### src/rtl/dcp_dispatch.sv
// rtl/dcp_dispatch.sv - command dispatcher: fetch a code, route SCAN/PRINT/address to the matching child
module dcp_dispatch #(
    parameter int               NCH       = 8,
    parameter int               DW        = 32,
    parameter int               AW        = 32,
    parameter logic [NCH*8-1:0] CMD_CODES = {"L", "G", "B", "T", "P", "I", "D", "R"},
    parameter int               TIMEOUT   = 1048576,
    parameter logic [7:0]       ERR_CHAR  = 8'h3F
) (
    input  logic              clk,
    input  logic              rstn,
    output logic              req_rx,
    output logic              type_rx,
    input  logic              ack_rx,
    input  logic              flag_rx,
    input  logic [DW-1:0]     din_rx,
    output logic              req_tx,
    output logic              type_tx,
    output logic [DW-1:0]     dout_tx,
    input  logic              ack_tx,
    output logic [NCH-1:0]    ch_sel,
    input  logic [NCH-1:0]    ch_req_rx,
    input  logic [NCH-1:0]    ch_type_rx,
    input  logic [NCH-1:0]    ch_req_tx,
    input  logic [NCH-1:0]    ch_type_tx,
    input  logic [NCH-1:0]    ch_finish,
    input  logic [NCH*DW-1:0] ch_dout,
    input  logic [NCH*AW-1:0] ch_addr,
    output logic [AW-1:0]     addr,
    output logic              busy,
    output logic [7:0]        last_cmd,
    output logic [7:0]        err_cnt
);

    localparam int IW = (NCH > 1) ? $clog2(NCH) : 1;
    localparam int WW = (TIMEOUT > 0) ? $clog2(TIMEOUT + 1) : 1;
    localparam logic [WW-1:0] WD_LAST = (TIMEOUT > 0) ? WW'(TIMEOUT - 1) : '0;

    typedef enum logic [2:0] {
        S_IDLE,
        S_FETCH,
        S_DECODE,
        S_RUN,
        S_ERR,
        S_ABORT
    } state_t;

    state_t        state, state_d;
    logic [7:0]    code_q;
    logic [IW-1:0] idx_q;
    logic [WW-1:0] wd_cnt;
    logic          hit;
    logic [IW-1:0] hit_idx;
    logic          wd_expire;
    logic [7:0]    err_inc;

    // Descending scan so the lowest matching slot is the one left standing.
    always_comb begin
        hit     = 1'b0;
        hit_idx = '0;
        for (int k = NCH - 1; k >= 0; k--) begin
            if (CMD_CODES[8*k +: 8] == code_q) begin
                hit     = 1'b1;
                hit_idx = IW'(k);
            end
        end
    end

    // RUN lasts exactly TIMEOUT cycles: the count starts at 0 on entry.
    assign wd_expire = (TIMEOUT > 0) && (wd_cnt == WD_LAST);
    assign err_inc   = (err_cnt == 8'hFF) ? err_cnt : err_cnt + 8'd1;
    assign busy      = (state != S_IDLE);

    always_comb begin
        state_d = state;
        req_rx  = 1'b0;
        type_rx = 1'b0;
        req_tx  = 1'b0;
        type_tx = 1'b0;
        dout_tx = '0;
        addr    = '0;
        case (state)
            S_IDLE: state_d = S_FETCH;
            S_FETCH: begin
                req_rx = 1'b1;
                if (ack_rx) state_d = flag_rx ? S_IDLE : S_DECODE;
            end
            S_DECODE: state_d = hit ? S_RUN : S_ERR;
            S_RUN: begin
                req_rx  = ch_req_rx[idx_q];
                type_rx = ch_type_rx[idx_q];
                req_tx  = ch_req_tx[idx_q];
                type_tx = ch_type_tx[idx_q];
                dout_tx = ch_dout[idx_q*DW +: DW];
                addr    = ch_addr[idx_q*AW +: AW];
                if (ch_finish[idx_q]) state_d = S_IDLE;
                else if (wd_expire)   state_d = S_ABORT;
            end
            S_ERR, S_ABORT: begin
                req_tx  = 1'b1;
                dout_tx = DW'(ERR_CHAR);
                if (ack_tx) state_d = S_IDLE;
            end
            default: state_d = S_IDLE;
        endcase
    end

    always_ff @(posedge clk or negedge rstn) begin
        if (!rstn) begin
            state    <= S_IDLE;
            code_q   <= '0;
            idx_q    <= '0;
            wd_cnt   <= '0;
            ch_sel   <= '0;
            last_cmd <= '0;
            err_cnt  <= '0;
        end else begin
            state <= state_d;
            if (state == S_FETCH && ack_rx && !flag_rx) code_q <= din_rx[7:0];
            if (state == S_DECODE) begin
                wd_cnt <= '0;
                if (hit) begin
                    idx_q    <= hit_idx;
                    last_cmd <= code_q;
                    ch_sel   <= NCH'(1) << hit_idx;
                end else begin
                    err_cnt <= err_inc;
                end
            end
            if (state == S_RUN) begin
                if (TIMEOUT > 0)         wd_cnt  <= wd_cnt + WW'(1);
                if (state_d != S_RUN)    ch_sel  <= '0;
                if (state_d == S_ABORT)  err_cnt <= err_inc;
            end
        end
    end

endmodule

### config.mk
export PLATFORM = sky130hd
export DESIGN_NAME = dcp_dispatch
export DESIGN_NICKNAME = d
export VERILOG_FILES = /design/src/rtl/dcp_dispatch.sv
export SDC_FILE = /design/constraint.sdc
export NUM_CORES = 1
export LEC_CHECK = 0
export BUFFER_PORTS_ARGS = -buffer_cell sky130_fd_sc_hd__buf_4
export CORE_AREA = 2 2 262 264
export DETAILED_ROUTE_END_ITERATION = 8
export DIE_AREA = 0 0 264 266
export PLACE_DENSITY = 0.39
export SYNTH_ARGS = -nofsm -noshare
export SYNTH_HDL_FRONTEND = slang
export SYNTH_SLANG_ARGS = --single-unit
### constraint.sdc
create_clock -name clk -period 4.7 [get_ports clk]
set_input_delay 0.94 -clock clk [delete_from_list [all_inputs] [get_ports clk]]
set_output_delay 0.94 -clock clk [all_outputs]
set_load 0.03 [all_outputs]
Yosys cells after proc, flatten, opt, wreduce, memory -nomap -nowiden
Cells that the tools add are included.
{ "word_totals": {"reg_bits": 59, "inputBits": 589, "output_inout_bits": 93, "wordCells": 88} }
{ "classes": {"n_addsub": 2, "order_cmp": 1, "n_eq_ne": 17, "shift": 3, "mux": 50, "n_reduce_logical": 8} }
{ "op_table": {"columns": ["operator", "count"], "rows": [
  ["256-bit by 9-bit variable part select with 32-bit output", 2],
  ["8-bit 2-to-1 mux", 9],
  ["7-bit by 8-bit equality test with 1-bit output (first input constant)", 8],
  ["32-bit one-hot mux with 2 select lines", 1],
  ["21-bit 2-to-1 mux", 2],
  ["3-bit 2-to-1 mux", 13],
  ["32-bit 2-to-1 mux", 1],
  ["21-bit by 1-bit adder with 21-bit output (second input constant)", 1],
  ["21-bit by 20-bit equality test with 1-bit output (second input constant)", 1],
  ["1-bit binary-select mux with 3-bit select", 5],
  ["1-bit 2-to-1 mux", 15],
  ["3-bit one-hot mux with 5 select lines", 1],
  ["3-bit equality test (second input constant)", 3],
  ["8-bit by 1-bit adder with 8-bit output (second input constant)", 1],
  ["8-bit equality test (second input constant)", 1],
  ["1-bit by 3-bit left shift with 8-bit output (first input constant)", 1],
  ["3-bit by 2-bit equality test with 1-bit output (second input constant)", 2],
  ["3-bit by 4-bit less-than comparator with 1-bit output (second input constant)", 1],
  ["1-bit one-hot mux with 2 select lines", 2],
  ["3-bit by 1-bit equality test with 1-bit output (second input constant)", 1],
  ["3-bit zero test", 1],
  ["3-bit by 2-bit != test with 1-bit output (second input constant)", 1],
  ["3-bit nonzero test", 1],
  ["1-bit logical AND", 2],
  ["other kinds (5)", 5]
]} }

Longest topological paths before layout
Gate-level depths: netlist of the first run.
{ "logic_depth": {"depth_word": 14, "depth_mapped": 7, "mapped_depth_nobuf": 7} }

Worst setup path after synthesis of the first run
No wires, ideal clock.
{ "synth_timing": {"path_type": "register to output", "from": "reg idx_q[1]", "to": "out dout_tx[1]", "arrival_ns": 2.177, "required_ns": 3.760, "setup_slack_ns": 1.583, "stages_incl_launch_ff": 7, "path_buffers": 3, "cell_sequence": "dfrtp_1 -> clkbuf_1 -> clkbuf_1 -> buf_1 -> mux4_2 -> mux2i_1 -> o21ai_0"} }
{ "synth_between": {"elab_chain_len": 2} }
{ "synth_rtl": {"columns": ["item", "line", "rtl"], "rows": [
  ["start, declared", "50", "logic [IW-1:0] idx_q;"],
  ["start signal, assigned", "123", "idx_q <= hit_idx;"],
  ["256-bit by 9-bit variable part select with 32-bit output", "94", "dout_tx = ch_dout[idx_q*DW +: DW];"],
  ["32-bit one-hot mux with 2 select lines", "82", "case (state)"],
  ["end, declared", "19", "output logic [DW-1:0] dout_tx,"]
]} }
No other way between the ends.

Worst setup path in the final report of the first run
{ "layout_timing": {"from": "reg idx_q[0]", "to": "out req_tx"} }
{ "layout_between": {"elab_chain_len": 3} }
{ "layout_rtl": {"columns": ["item", "line", "rtl"], "rows": [
  ["1-bit binary-select mux with 3-bit select", "92", "req_tx = ch_req_tx[idx_q];"],
  ["1-bit 2-to-1 mux (implied by the code)", "92", null],
  ["1-bit one-hot mux with 2 select lines", "82", null],
  ["end, declared", "17", "output logic req_tx,"]
]} }
No other way between the ends. The select of a mux whose other input is x is not followed.

==> results of run 1 <==
==> cell type report <==
type | instances | share of cell area [%]
Multi-Input combinational cell | 514 | 41.0
Inverter | 5 | 0.139
Sequential cell | 59 | 11.0
Timing Repair Buffer | 665 | 37.4
Tap cell | 882 | 8.19
Clock buffer | 11 | 1.80
Clock inverter | 5 | 0.390
==> registers in the layout, summed over array words and instances (netlist names) <==
register	cells
idx_q	3
ch_sel	8
state	3
last_cmd	8
err_cnt	8
wd_cnt	21
code_q	8
==> synthesized netlist by cell type (2+ instances only) <==
library cell  number  area share (%)
nand4_1            5            0.43
a21oi_1            9            0.62
nand3_1            6            0.41
ha_1               2            0.34
and3_1             6            0.52
nand2b_1           7            0.60
a31oi_1            2            0.17
a22o_1             3            0.36
xor2_1             3            0.36
mux2i_1           77              11
buf_1             16            0.83
inv_1              5            0.26
mux2_2            15             2.3
o21ai_0           37             2.6
and2b_2            2            0.24
a21o_1             5            0.52
nor2_1            94             4.9
nor3b_1            2            0.21
nand2_1           43             2.2
or2_2              5            0.43
nor4_1             2            0.17
nand3b_1           3            0.31
mux4_2           136              42
a22oi_1            4            0.41
buf_2             13            0.90
dfrtp_1           59              20
nor2b_1            6            0.52
and2_1             2            0.17
clkbuf_1          30             1.6
a32oi_1            4            0.48
nor3_1             9            0.62
==> cell families after synthesis <==
| kind of cell | after synthesis | synth area share (%) |
|---|---|---|
| compound gates | 76 | 6.62 |
| xor+xnor | 4 | 0.483 |
| fa+ha+maj | 2 | 0.345 |
| buf+inv | 64 | 3.53 |
| flops | 59 | 20.3 |
| mux | 229 | 55.3 |
| simple gates | 203 | 13.4 |
==> per-stage QoR <==
stage	cells	cell area (sq um)
2_1_floorplan	637	7260
3_3_place_gp	2125	13200
3_5_place_dp	2125	13200
4_1_cts	2141	13500
5_1_grt	2141	13500
6_report	2141	13500
==> layer usage <==
layer	wire (um)	part of all wire [%]
met1	16800	41
met2	20700	50
met3	2730	6.6
met4	886	2.2
met5	46	0.11
==> power by group through the flow <==
stage	Combinational [uW]	Clock, uW	Sequential [uW]
global placement	2610	0	881
floorplan	1600	0	790
detailed placement	2630	0	888
global route	2780	704	903
CTS	2630	681	879
finish	2590	657	872
==> worst register-to-register path: stages (launching register included) <==
cell	delay [ps]
dfrtp_4	580
buf_12	480
mux2i_1	360
nand3b_1	100
a41oi_1	480
a21oi_2	220
nor4_2	330
mux2_1	350
==> worst paths after layout <==
check	startpoint	endpoint	cells past startpoint
max	idx_q[0]$_DFFE_PN0P_	req_tx	4
min	last_cmd[6]$_DFFE_PN0P_	last_cmd[6]$_DFFE_PN0P_	1
max reg2reg	idx_q[1]$_DFFE_PN0P_	err_cnt[7]$_DFF_PN0_	7
min reg2reg	last_cmd[6]$_DFFE_PN0P_	last_cmd[6]$_DFFE_PN0P_	1
max in group asynchronous	rstn	idx_q[1]$_DFFE_PN0P_	1
min in group asynchronous	rstn	code_q[5]$_DFFE_PN0P_	1
==> metrics.json, run 1 <==
{
  "postSynthNetCount": 1228,
  "power.leakage_uw": 0.00568,
  "cts-root-to-sink-buffers": 2,
  "syn_area_sq_um": 7260,
  "fin_util_pct": 19.9,
  "p_int_uw": 2270,
  "area_used_by_multi_input_combinational_logic_sq_um": 5530,
  "path_clk_slew_ps": 50,
  "syn-instance-count": 637,
  "yosysWarnings": 0,
  "cts_max_level": 3,
  "detail_route.wirelength_mm": 41.2,
  "cts_made_buffers": 9,
  "final.hold.worst_slack_ps": 483,
  "sequential_cell_area_sq_um": 1490,
  "die-area_sq_um": 70200,
  "min-delay-path-class": "register to register",
  "clk-insertion-delay-late_ps": 330,
  "timing.critical_path.arrival_ps": 2810,
  "met3_usage_in_global_routing_pct": 2.52,
  "ys_seq_area_share_pct": 20.3,
  "grt_antenna_before_repair": 4,
  "irDropWorstVdd_v": 0.000194,
  "numPortBuffers": 657,
  "max_cap_violations": 0,
  "cts-resized-gates": 0,
  "cp_max_fo": 17,
  "crit_slowest_cell": "dfrtp_4",
  "synth-async-reset-ratio_pct": 100,
  "post_route_cells_drive_above_1_share_pct": 67.4,
  "dp_hpwl_mm": 34.3,
  "n_antenna_cell": 0,
  "proportion_of_total_power_due_to_net_switching_pct": 44.9,
  "floorplan.io_pins": 682,
  "run_status": "finished, final reports clean",
  "num-nets-final": 1845,
  "syn_area_per_cell_sq_um": 11.4,
  "first_global_vias": 8931,
  "drtIter0Drc": 473,
  "cellPowerDensity_nw_per_um2": 306,
  "std_cell_rows": 96,
  "clkPwrFrac_pct": 15.9,
  "p_total_uw": 4120,
  "synth_edf_count": 0,
  "timing.critical_path.required_ps": 3760,
  "globalRouteMet1Util_pct": 13.7,
  "slowest_delay_ps": 660,
  "setup_viol": 0,
  "final.setup.worst_slack_ps": 953,
  "tritoncts": "done",
  "start_util_pct": 10.7,
  "globalplace.congestion": 0.906,
  "floorplan.die.height_um": 266,
  "vias": 8304,
  "die_width_um": 264,
  "globalRoute.totalOverflow": 0,
  "global_route_wire_length_before_repair_mm": 58.2,
  "clock-sinks": 59,
  "drcViolationCount": 0,
  "ctsRootBufferMaster": "clkbuf_16",
  "pre_cts_slack_ps": 939,
  "global_route.usage.total_pct": 11.0,
  "cts_post_setup_buffers_inserted": 0,
  "timing.final.crit_period_ps": 3750,
  "layout_commonest_cell": "buf_4",
  "core_area_sq_um": 67700,
  "critical_path_class": "register to output pin",
  "layout.cells.most_common_list": "buf_4 (661), mux4_2 (136), nor2_1 (94), mux2i_1 (77), dfrtp_1 (56)",
  "postSynthRegisterBits": 59,
  "power.sequential.fraction_pct": 21.1,
  "avgViaCountPerCell": 3.88,
  "grt_setup_unrepaired": "false",
  "detail-route-antenna-nets": 0,
  "postSynth.topFlopCell": "dfrtp_1",
  "count_of_hold_buffers_inserted_by_post_cts_repair": 0,
  "setup_tns_ps": 0,
  "post_route_clock_skew_ps": 7.38,
  "grt_start_max_net_pins": 128,
  "sw_power_uw": 1850,
  "regToRegSetupSlack_ps": 1690,
  "synthDistinctLibCells": 56,
  "fill_cells": 7554,
  "slew_headroom_pct": 34.1,
  "timing.final.crit_share_pct": 79.7,
  "tightestPinTransition_ps": 989,
  "most_crowded_layer_after_global_routing": "met2",
  "critical-path-top-delay-family": "multiplexers",
  "setup.worst_path.start_class": "register",
  "timing.critical_path.to_type": "output pin",
  "routedWlPerCell_um": 19.2,
  "final-hold-violation-count": 0,
  "global_route.usage.met2_pct": 19.4,
  "comb_power_share_pct": 62.9,
  "flow.area_growth_from_synthesis_pct": 85.7,
  "cp_cell_sequence": "mux4_2 -> mux2i_1 -> o21ai_0 -> buf_4",
  "slew_viol_final": 0,
  "fmax_mhz": 267,
  "critical_path.n_buffers_inverters": 1,
  "first_pass_iters": 4
}
Power figures use the tool's default switching activity.
==> run 2: changes to the inputs <==
--- a/config.mk
+++ b/config.mk
@@ -6,9 +6,9 @@
 export NUM_CORES = 1
 export LEC_CHECK = 0
 export BUFFER_PORTS_ARGS = -buffer_cell sky130_fd_sc_hd__buf_4
-export CORE_AREA = 2 2 262 264
+export CORE_AREA = 2 2 264 266
 export DETAILED_ROUTE_END_ITERATION = 8
-export DIE_AREA = 0 0 264 266
+export DIE_AREA = 0 0 266 268
 export PLACE_DENSITY = 0.39
 export SYNTH_ARGS = -nofsm -noshare
 export SYNTH_HDL_FRONTEND = slang
==> constraint.sdc (replaced) <==
create_clock -name clk -period 3.29 [get_ports clk]
set_input_delay 0.658 -clock clk [delete_from_list [all_inputs] [get_ports clk]]
set_output_delay 0.658 -clock clk [all_outputs]
set_load 0.03 [all_outputs]
==> run 2 against run 1 <==
Compared with the run above:
- clock-buffer cell count rose by 1
- register-to-register slack worse by 1100 ps
- critical path type unchanged
- die area up 1.5%
==> metrics.json, run 2 (synthesized netlist as in run 1, its figures left out) <==
{
  "final-hold-violation-count": {"value": 0, "change": "unchanged"},
  "timing.critical_path.to_type": "output pin",
  "slew_headroom": {"value": 44.6, "unit": "%", "change": "+10 points"},
  "slew_viol_final": {"value": 0, "change": "unchanged"},
  "die_width": {"value": 266, "unit": "um", "change": "+0.76%"},
  "global_route_wire_length_before_repair": {"value": 63.9, "unit": "mm", "change": "+9.9%"},
  "routedWlPerCell": {"value": 21.3, "unit": "um", "change": "+11%"},
  "first_global_vias": {"value": 9188, "change": "+2.9%"},
  "layout.cells.most_common_list": "buf_4 (675), mux4_2 (136), nor2_1 (94), mux2i_1 (76), dfrtp_1 (56)",
  "final.hold.worst_slack": {"value": 414, "unit": "ps", "change": "-68.8 ps"},
  "dp_hpwl": {"value": 40.2, "unit": "mm", "change": "+17%"},
  "detail_route.wirelength": {"value": 46.2, "unit": "mm", "change": "+12%"},
  "start_util": {"value": 10.6, "unit": "%", "change": "-0.075 points"},
  "tritoncts": "done",
  "drcViolationCount": {"value": 0, "change": "unchanged"},
  "timing.final.crit_share_pct": 93.6,
  "comb_power_share": {"value": 62.5, "unit": "%", "change": "-0.4 points"},
  "grt_start_max_net_pins": {"value": 60, "change": "-53%"},
  "count_of_hold_buffers_inserted_by_post_cts_repair": {"value": 0, "change": "unchanged"},
  "crit_slowest_cell": "dfrtp_4",
  "detail-route-antenna-nets": {"value": 0, "change": "unchanged"},
  "min-delay-path-class": "input port to async pin",
  "ctsRootBufferMaster": "clkbuf_16",
  "largest_register": "wd_cnt",
  "clkPwrFrac": {"value": 16.3, "unit": "%", "change": "+0.4 points"},
  "grt_setup_unrepaired": "false",
  "vias": {"value": 8464, "change": "+1.9%"},
  "cellPowerDensity": {"value": 446, "unit": "nW/um^2", "change": "+46%"},
  "run_status": "finished, final reports clean",
  "die-area": {"value": 71300, "unit": "sq um", "change": "+1.5%"},
  "clock-sinks": {"value": 59, "change": "unchanged"},
  "post_route_clock_skew": {"value": 8.62, "unit": "ps", "change": "+1.25 ps"},
  "largest_register_ffs": {"value": 21, "change": "unchanged"},
  "floorplan.io_pins": {"value": 682, "change": "unchanged"},
  "tightestPinTransition": {"value": 832, "unit": "ps", "change": "-157 ps"},
  "post_route_cells_drive_above_1_share": {"value": 68.1, "unit": "%", "change": "+0.62 points"},
  "timing.critical_path.required": {"value": 2630, "unit": "ps", "change": "-1130 ps"},
  "crit_top_cell": "buf_12",
  "critical_path_class": "register to output pin",
  "cts_max_level": {"value": 3, "change": "unchanged"},
  "grt_antenna_before_repair": {"value": 14, "change": "+10"},
  "globalRoute.totalOverflow": {"value": 0, "change": "unchanged"},
  "numPortBuffers": {"value": 657, "change": "unchanged"},
  "timing.critical_path.arrival": {"value": 2420, "unit": "ps", "change": "-390 ps"},
  "global_route.usage.total": {"value": 12.3, "unit": "%", "change": "+1.2 points"},
  "setup.worst_path.start_class": "register",
  "flow.area_growth_from_synthesis_pct": 88.7,
  "num-nets-final": {"value": 1863, "change": "+0.98%"},
  "timing.final.crit_period_ps": 3080,
  "power.sequential.fraction": {"value": 21.2, "unit": "%", "change": "about the same"},
  "path_clk_slew": {"value": 50, "unit": "ps", "change": "about the same"},
  "drtIter0Drc": {"value": 384, "change": "-19%"},
  "power.leakage": {"value": 0.00579, "unit": "uW", "change": "+2.1%"},
  "cp_max_fo": {"value": 40, "change": "+23"},
  "clk-insertion-delay-late": {"value": 340, "unit": "ps", "change": "about the same"},
  "p_int": {"value": 3350, "unit": "uW", "change": "+47%"},
  "globalplace.congestion": {"value": 0.895, "change": "-1.2%"},
  "cp_cell_sequence": "buf_12 -> buf_12 -> mux4_2 -> mux2i_1 -> nor2_1 -> buf_4",
  "critical-path-top-delay-family": "flip-flops",
  "floorplan.die.height": {"value": 268, "unit": "um", "change": "+0.75%"},
  "max_cap_violations": {"value": 0, "change": "unchanged"},
  "critical_path.n_buffers_inverters": {"value": 3, "change": "+2"},
  "layout_commonest_cell": "buf_4",
  "first_pass_iters": {"value": 4, "change": "unchanged"},
  "core_area": {"value": 68200, "unit": "sq um", "change": "+0.71%"},
  "std_cell_rows": {"value": 96, "change": "unchanged"},
  "cts_made_buffers": {"value": 9, "change": "unchanged"},
  "avgViaCountPerCell": {"value": 3.91, "change": "+0.84%"},
  "slowest_delay": {"value": 770, "unit": "ps", "change": "+110 ps"},
  "sw_power": {"value": 2760, "unit": "uW", "change": "+49%"},
  "setup_tns": {"value": 0, "unit": "ps", "change": "unchanged"},
  "setup_viol": {"value": 0, "change": "unchanged"},
  "fmax_mhz": 325,
  "irDropWorstVdd": {"value": 0.000276, "unit": "V", "change": "+42%"},
  "cts-root-to-sink-buffers": {"value": 2, "change": "unchanged"},
  "proportion_of_total_power_due_to_net_switching": {"value": 45.1, "unit": "%", "change": "+0.26 points"}
}
run 2: area by class of cell:
| cell class | instances | area [sq um] |
|---|---|---|
| Clock buffer | 12 | 267 |
| Multi-Input combinational cell | 514 | 5540 |
| Inverter | 5 | 18.8 |
| Clock inverter | 4 | 47.5 |
| Fill cell | 7553 | 54500 |
| Timing Repair Buffer | 683 | 5230 |
| Antenna cell | 5 | 12.5 |
| Tap cell | 882 | 1100 |
| Sequential cell | 59 | 1490 |
run 2: layer usage:
layer	global-route usage [%]	vias up	part of all wire, %
met1	14.3	4193	37
met2	21.9	401	52
met5	0	-	0.069
met4	3.55	6	2.8
li1	-	3813	-
met3	3.46	51	7.8
run 2: through the flow:
stage / utilization [%] / worst slack (ps) / instance area (sq um) / std cells / power (uW)
after floorplan: - / 455 / 7260 / 637 / 3410
after global placement: 19.6 / 340 / 13300 / 2141 / 5210
after detailed placement: 19.6 / 351 / 13300 / 2141 / 5220
after CTS: 20.0 / 34.8 / 13700 / 2157 / 6240
after global routing: 20.1 / 110 / 13700 / 2164 / 6530
final: 20.1 / 211 / 13700 / 2164 / 6110
run 2: timing repair:
action                                  CTS  global route
gates resized for setup                   1             0
endpoints found under the setup margin    1            16
pin swaps                                 0             0
setup buffers                             0             2
run 2: path summary, 6_finish.rpt:
path	depth (start not counted)	end	start	slack (ps)
max	6	addr[9]	idx_q[1]$_DFFE_PN0P_	210
min	1	code_q[7]$_DFFE_PN0P_	rstn	410
max reg2reg	7	err_cnt[7]$_DFF_PN0_	wd_cnt[0]$_DFFE_PN0P_	630
min reg2reg	1	last_cmd[6]$_DFFE_PN0P_	last_cmd[6]$_DFFE_PN0P_	480
max in group asynchronous	1	idx_q[0]$_DFFE_PN0P_	rstn	2250
min in group clk	1	last_cmd[6]$_DFFE_PN0P_	last_cmd[6]$_DFFE_PN0P_	480
run 2: power by group through the flow:
stage	logic, uW	registers (uW)	clock network, uW
after global placement	3900	1310	0
after floorplan	2290	1130	0
final	3820	1290	996
after CTS	3920	1310	1020
after global routing	4130	1350	1050
after detailed placement	3900	1320	0
==> run 3: changes to the inputs <==
==> constraint.sdc (replaced) <==
create_clock -name clk -period 3.29 [get_ports clk]
set_input_delay 0.658 -clock clk [delete_from_list [all_inputs] [get_ports clk]]
set_output_delay 0.658 -clock clk [all_outputs]
set_load 0.05 [all_outputs]
==> run 3 against run 2 <==
Compared with the run above:
- clock skew hardly changed
- flip-flop and latch count stayed put
- maximum frequency is 2.6% lower
- combinational power is 12% higher
- non-clock buffer count is 3 higher
- largest cell class unchanged
==> metrics.json, run 3 (synthesized netlist as in run 1, its figures left out) <==
{
  "path_clk_slew": {"value": 50, "unit": "ps", "change": "about the same"},
  "irDropWorstVdd": {"value": 0.000277, "unit": "V", "change": "+0.60%"},
  "comb_power_share": {"value": 64.4, "unit": "%", "change": "+1.9 points"},
  "timing.critical_path.to_type": "output pin",
  "std_cell_rows": {"value": 96, "change": "unchanged"},
  "cellPowerDensity": {"value": 481, "unit": "nW/um^2", "change": "+8.0%"},
  "cts_max_level": {"value": 3, "change": "unchanged"},
  "num-nets-final": {"value": 1866, "change": "+0.16%"},
  "post_route_cells_drive_above_1_share": {"value": 68.1, "unit": "%", "change": "+0.075 points"},
  "numPortBuffers": {"value": 657, "change": "unchanged"},
  "proportion_of_total_power_due_to_net_switching": {"value": 47.0, "unit": "%", "change": "+1.9 points"},
  "clk-insertion-delay-late": {"value": 330, "unit": "ps", "change": "about the same"},
  "reg2regPathDepth": {"value": 7, "change": "unchanged"},
  "p_int": {"value": 3520, "unit": "uW", "change": "+4.9%"},
  "tritoncts": "done",
  "fin_util": {"value": 20.2, "unit": "%", "change": "+0.11 points"},
  "floorplan.io_pins": {"value": 682, "change": "unchanged"},
  "grt_start_max_net_pins": {"value": 60, "change": "unchanged"},
  "largest_register": "wd_cnt",
  "clock-sinks": {"value": 59, "change": "unchanged"},
  "reg_to_reg_critical_path_startpoint": "wd_cnt[0]$_DFFE_PN0P_",
  "count_of_hold_buffers_inserted_by_post_cts_repair": {"value": 0, "change": "unchanged"},
  "min-delay-path-class": "input port to async pin",
  "floorplan.die.height": {"value": 268, "unit": "um", "change": "unchanged"},
  "first_pass_iters": {"value": 4, "change": "unchanged"},
  "die_width": {"value": 266, "unit": "um", "change": "unchanged"},
  "sequential_cell_area": {"value": 1490, "unit": "sq um", "change": "unchanged"},
  "detail-route-antenna-nets": {"value": 0, "change": "unchanged"},
  "flow.area_growth_from_synthesis_pct": 89.8,
  "routedWlPerCell": {"value": 21.2, "unit": "um", "change": "-0.84%"},
  "startpoint": "idx_q[0]$_DFFE_PN0P_",
  "tightestPinTransition": {"value": 859, "unit": "ps", "change": "+27.7 ps"},
  "setup_tns": {"value": 0, "unit": "ps", "change": "unchanged"},
  "fill_cells": {"value": 7540, "change": "-0.17%"},
  "globalplace.congestion": {"value": 0.902, "change": "+0.70%"},
  "timing.final.crit_period": {"value": 3160, "unit": "ps", "change": "+81.8 ps"},
  "fmax": {"value": 316, "unit": "MHz", "change": "-2.6%"},
  "drtIter0Drc": {"value": 375, "change": "-2.3%"},
  "ctsRootBufferMaster": "clkbuf_16",
  "sw_power": {"value": 3120, "unit": "uW", "change": "+13%"},
  "post_route_clock_skew": {"value": 8.47, "unit": "ps", "change": "-0.157 ps"},
  "global_route_wire_length_before_repair": {"value": 63.2, "unit": "mm", "change": "-1.1%"},
  "regToRegSetupSlack": {"value": 570, "unit": "ps", "change": "-60 ps"},
  "cp_max_fo": {"value": 40, "change": "unchanged"},
  "slew_headroom": {"value": 42.7, "unit": "%", "change": "-1.8 points"},
  "detail_route.wirelength": {"value": 45.9, "unit": "mm", "change": "-0.66%"},
  "dp_hpwl": {"value": 40.1, "unit": "mm", "change": "-0.24%"},
  "max_cap_violations": {"value": 0, "change": "unchanged"},
  "clkPwrFrac": {"value": 17.1, "unit": "%", "change": "+0.8 points"},
  "largest_register_ffs": {"value": 21, "change": "unchanged"},
  "core_area": {"value": 68200, "unit": "sq um", "change": "unchanged"},
  "critical_path_class": "register to output pin",
  "vias": {"value": 8406, "change": "-0.69%"},
  "grt_setup_unrepaired": "false",
  "setup_viol": {"value": 0, "change": "unchanged"},
  "area_used_by_multi_input_combinational_logic": {"value": 5540, "unit": "sq um", "change": "unchanged"},
  "slew_viol_final": {"value": 0, "change": "unchanged"},
  "power.sequential.fraction": {"value": 18.5, "unit": "%", "change": "-2.7 points"},
  "cts-root-to-sink-buffers": {"value": 2, "change": "unchanged"},
  "drcViolationCount": {"value": 0, "change": "unchanged"},
  "avgViaCountPerCell": {"value": 3.88, "change": "-0.87%"},
  "grt_antenna_before_repair": {"value": 10, "change": "-4"},
  "layout.cells.most_common_list": "buf_4 (679), mux4_2 (136), nor2_1 (94), mux2i_1 (76), dfrtp_1 (56)",
  "run_status": "finished, final reports clean",
  "globalRoute.totalOverflow": {"value": 0, "change": "unchanged"},
  "layout_commonest_cell": "buf_4",
  "timing.final.crit_share": {"value": 96.1, "unit": "%", "change": "+2.5 points"},
  "timing.critical_path.required": {"value": 2630, "unit": "ps", "change": "about the same"},
  "die-area": {"value": 71300, "unit": "sq um", "change": "unchanged"},
  "cts_made_buffers": {"value": 9, "change": "unchanged"},
  "timing.critical_path.arrival": {"value": 2500, "unit": "ps", "change": "+80 ps"},
  "start_util": {"value": 10.6, "unit": "%", "change": "unchanged"},
  "setup.worst_path.start_class": "register",
  "first_global_vias": {"value": 9216, "change": "+0.30%"},
  "power.leakage": {"value": 0.00584, "unit": "uW", "change": "+0.79%"},
  "global_route.usage.total": {"value": 12.2, "unit": "%", "change": "-0.10 points"},
  "critical_path.reg2reg.endpoint": "err_cnt[7]$_DFF_PN0_",
  "final-hold-violation-count": {"value": 0, "change": "unchanged"}
}
==> run 3: power by group through the flow <==
stage	combinational, uW	clock (uW)	sequential, uW
floorplan	2600	0	1220
global placement	4330	0	1240
detailed placement	4340	0	1240
CTS	4360	1160	1230
global route	4570	1200	1270
finish	4270	1140	1230
==> run 3: stage by stage <==
step,setup WS [ps],instances,total power [uW],hold WS (ps),area [sq um]
after floorplan,47.5,637,3820,362,7260
after global placement,261,2143,5570,457,13300
after detailed placement,275,2143,5580,465,13300
after CTS,74.8,2162,6750,459,13800
after global routing,1.14,2164,7040,488,13800
final,129,2168,6630,409,13800
==> run 3: worst max-delay path by stage <==
stage	to	slack (ps)	depth (start not counted)
global placement	dout_tx[0]	260	5
finish	addr[28]	130	7
global route	addr[26]	1	7
floorplan	dout_tx[1]	50	6
detailed placement	dout_tx[0]	280	5
CTS	dout_tx[0]	70	6
==> run 3: layout make-up <==
class / instances / area share (%)
Sequential cell: 59 / 10.8
Tap cell: 882 / 8.01
Multi-Input combinational cell: 514 / 40.2
Inverter: 5 / 0.136
Timing Repair Buffer: 686 / 38.1
Antenna cell: 6 / 0.109
Clock buffer: 12 / 1.93
Clock inverter: 4 / 0.690
==> run 3: routing by layer <==
metal | vias to the layer above | global-route usage, % | wire length [um]
met2 | 383 | 22.2 | 23800
met4 | 6 | 2.73 | 1060
met1 | 4146 | 13.9 | 17300
met5 | - | 0 | 34
met3 | 46 | 3.67 | 3740
li1 | 3825 | - | -
==> run 3: critical path, cell delays in order (launching register included) <==
cell and delay [ps]:
dfrtp_4 440, buf_12 150, buf_12 200, buf_16 290, mux4_2 540, mux2i_1 200, nor2_1 80, buf_4 210
==> run 3: timing repair <==
action | 4_1_cts | 5_1_grt
buffers inserted | 3 | 0
gates cloned | 0 | 0
setup endpoints to repair | 3 | 4
pin swaps | 0 | 0
resized for setup | 1 | 2
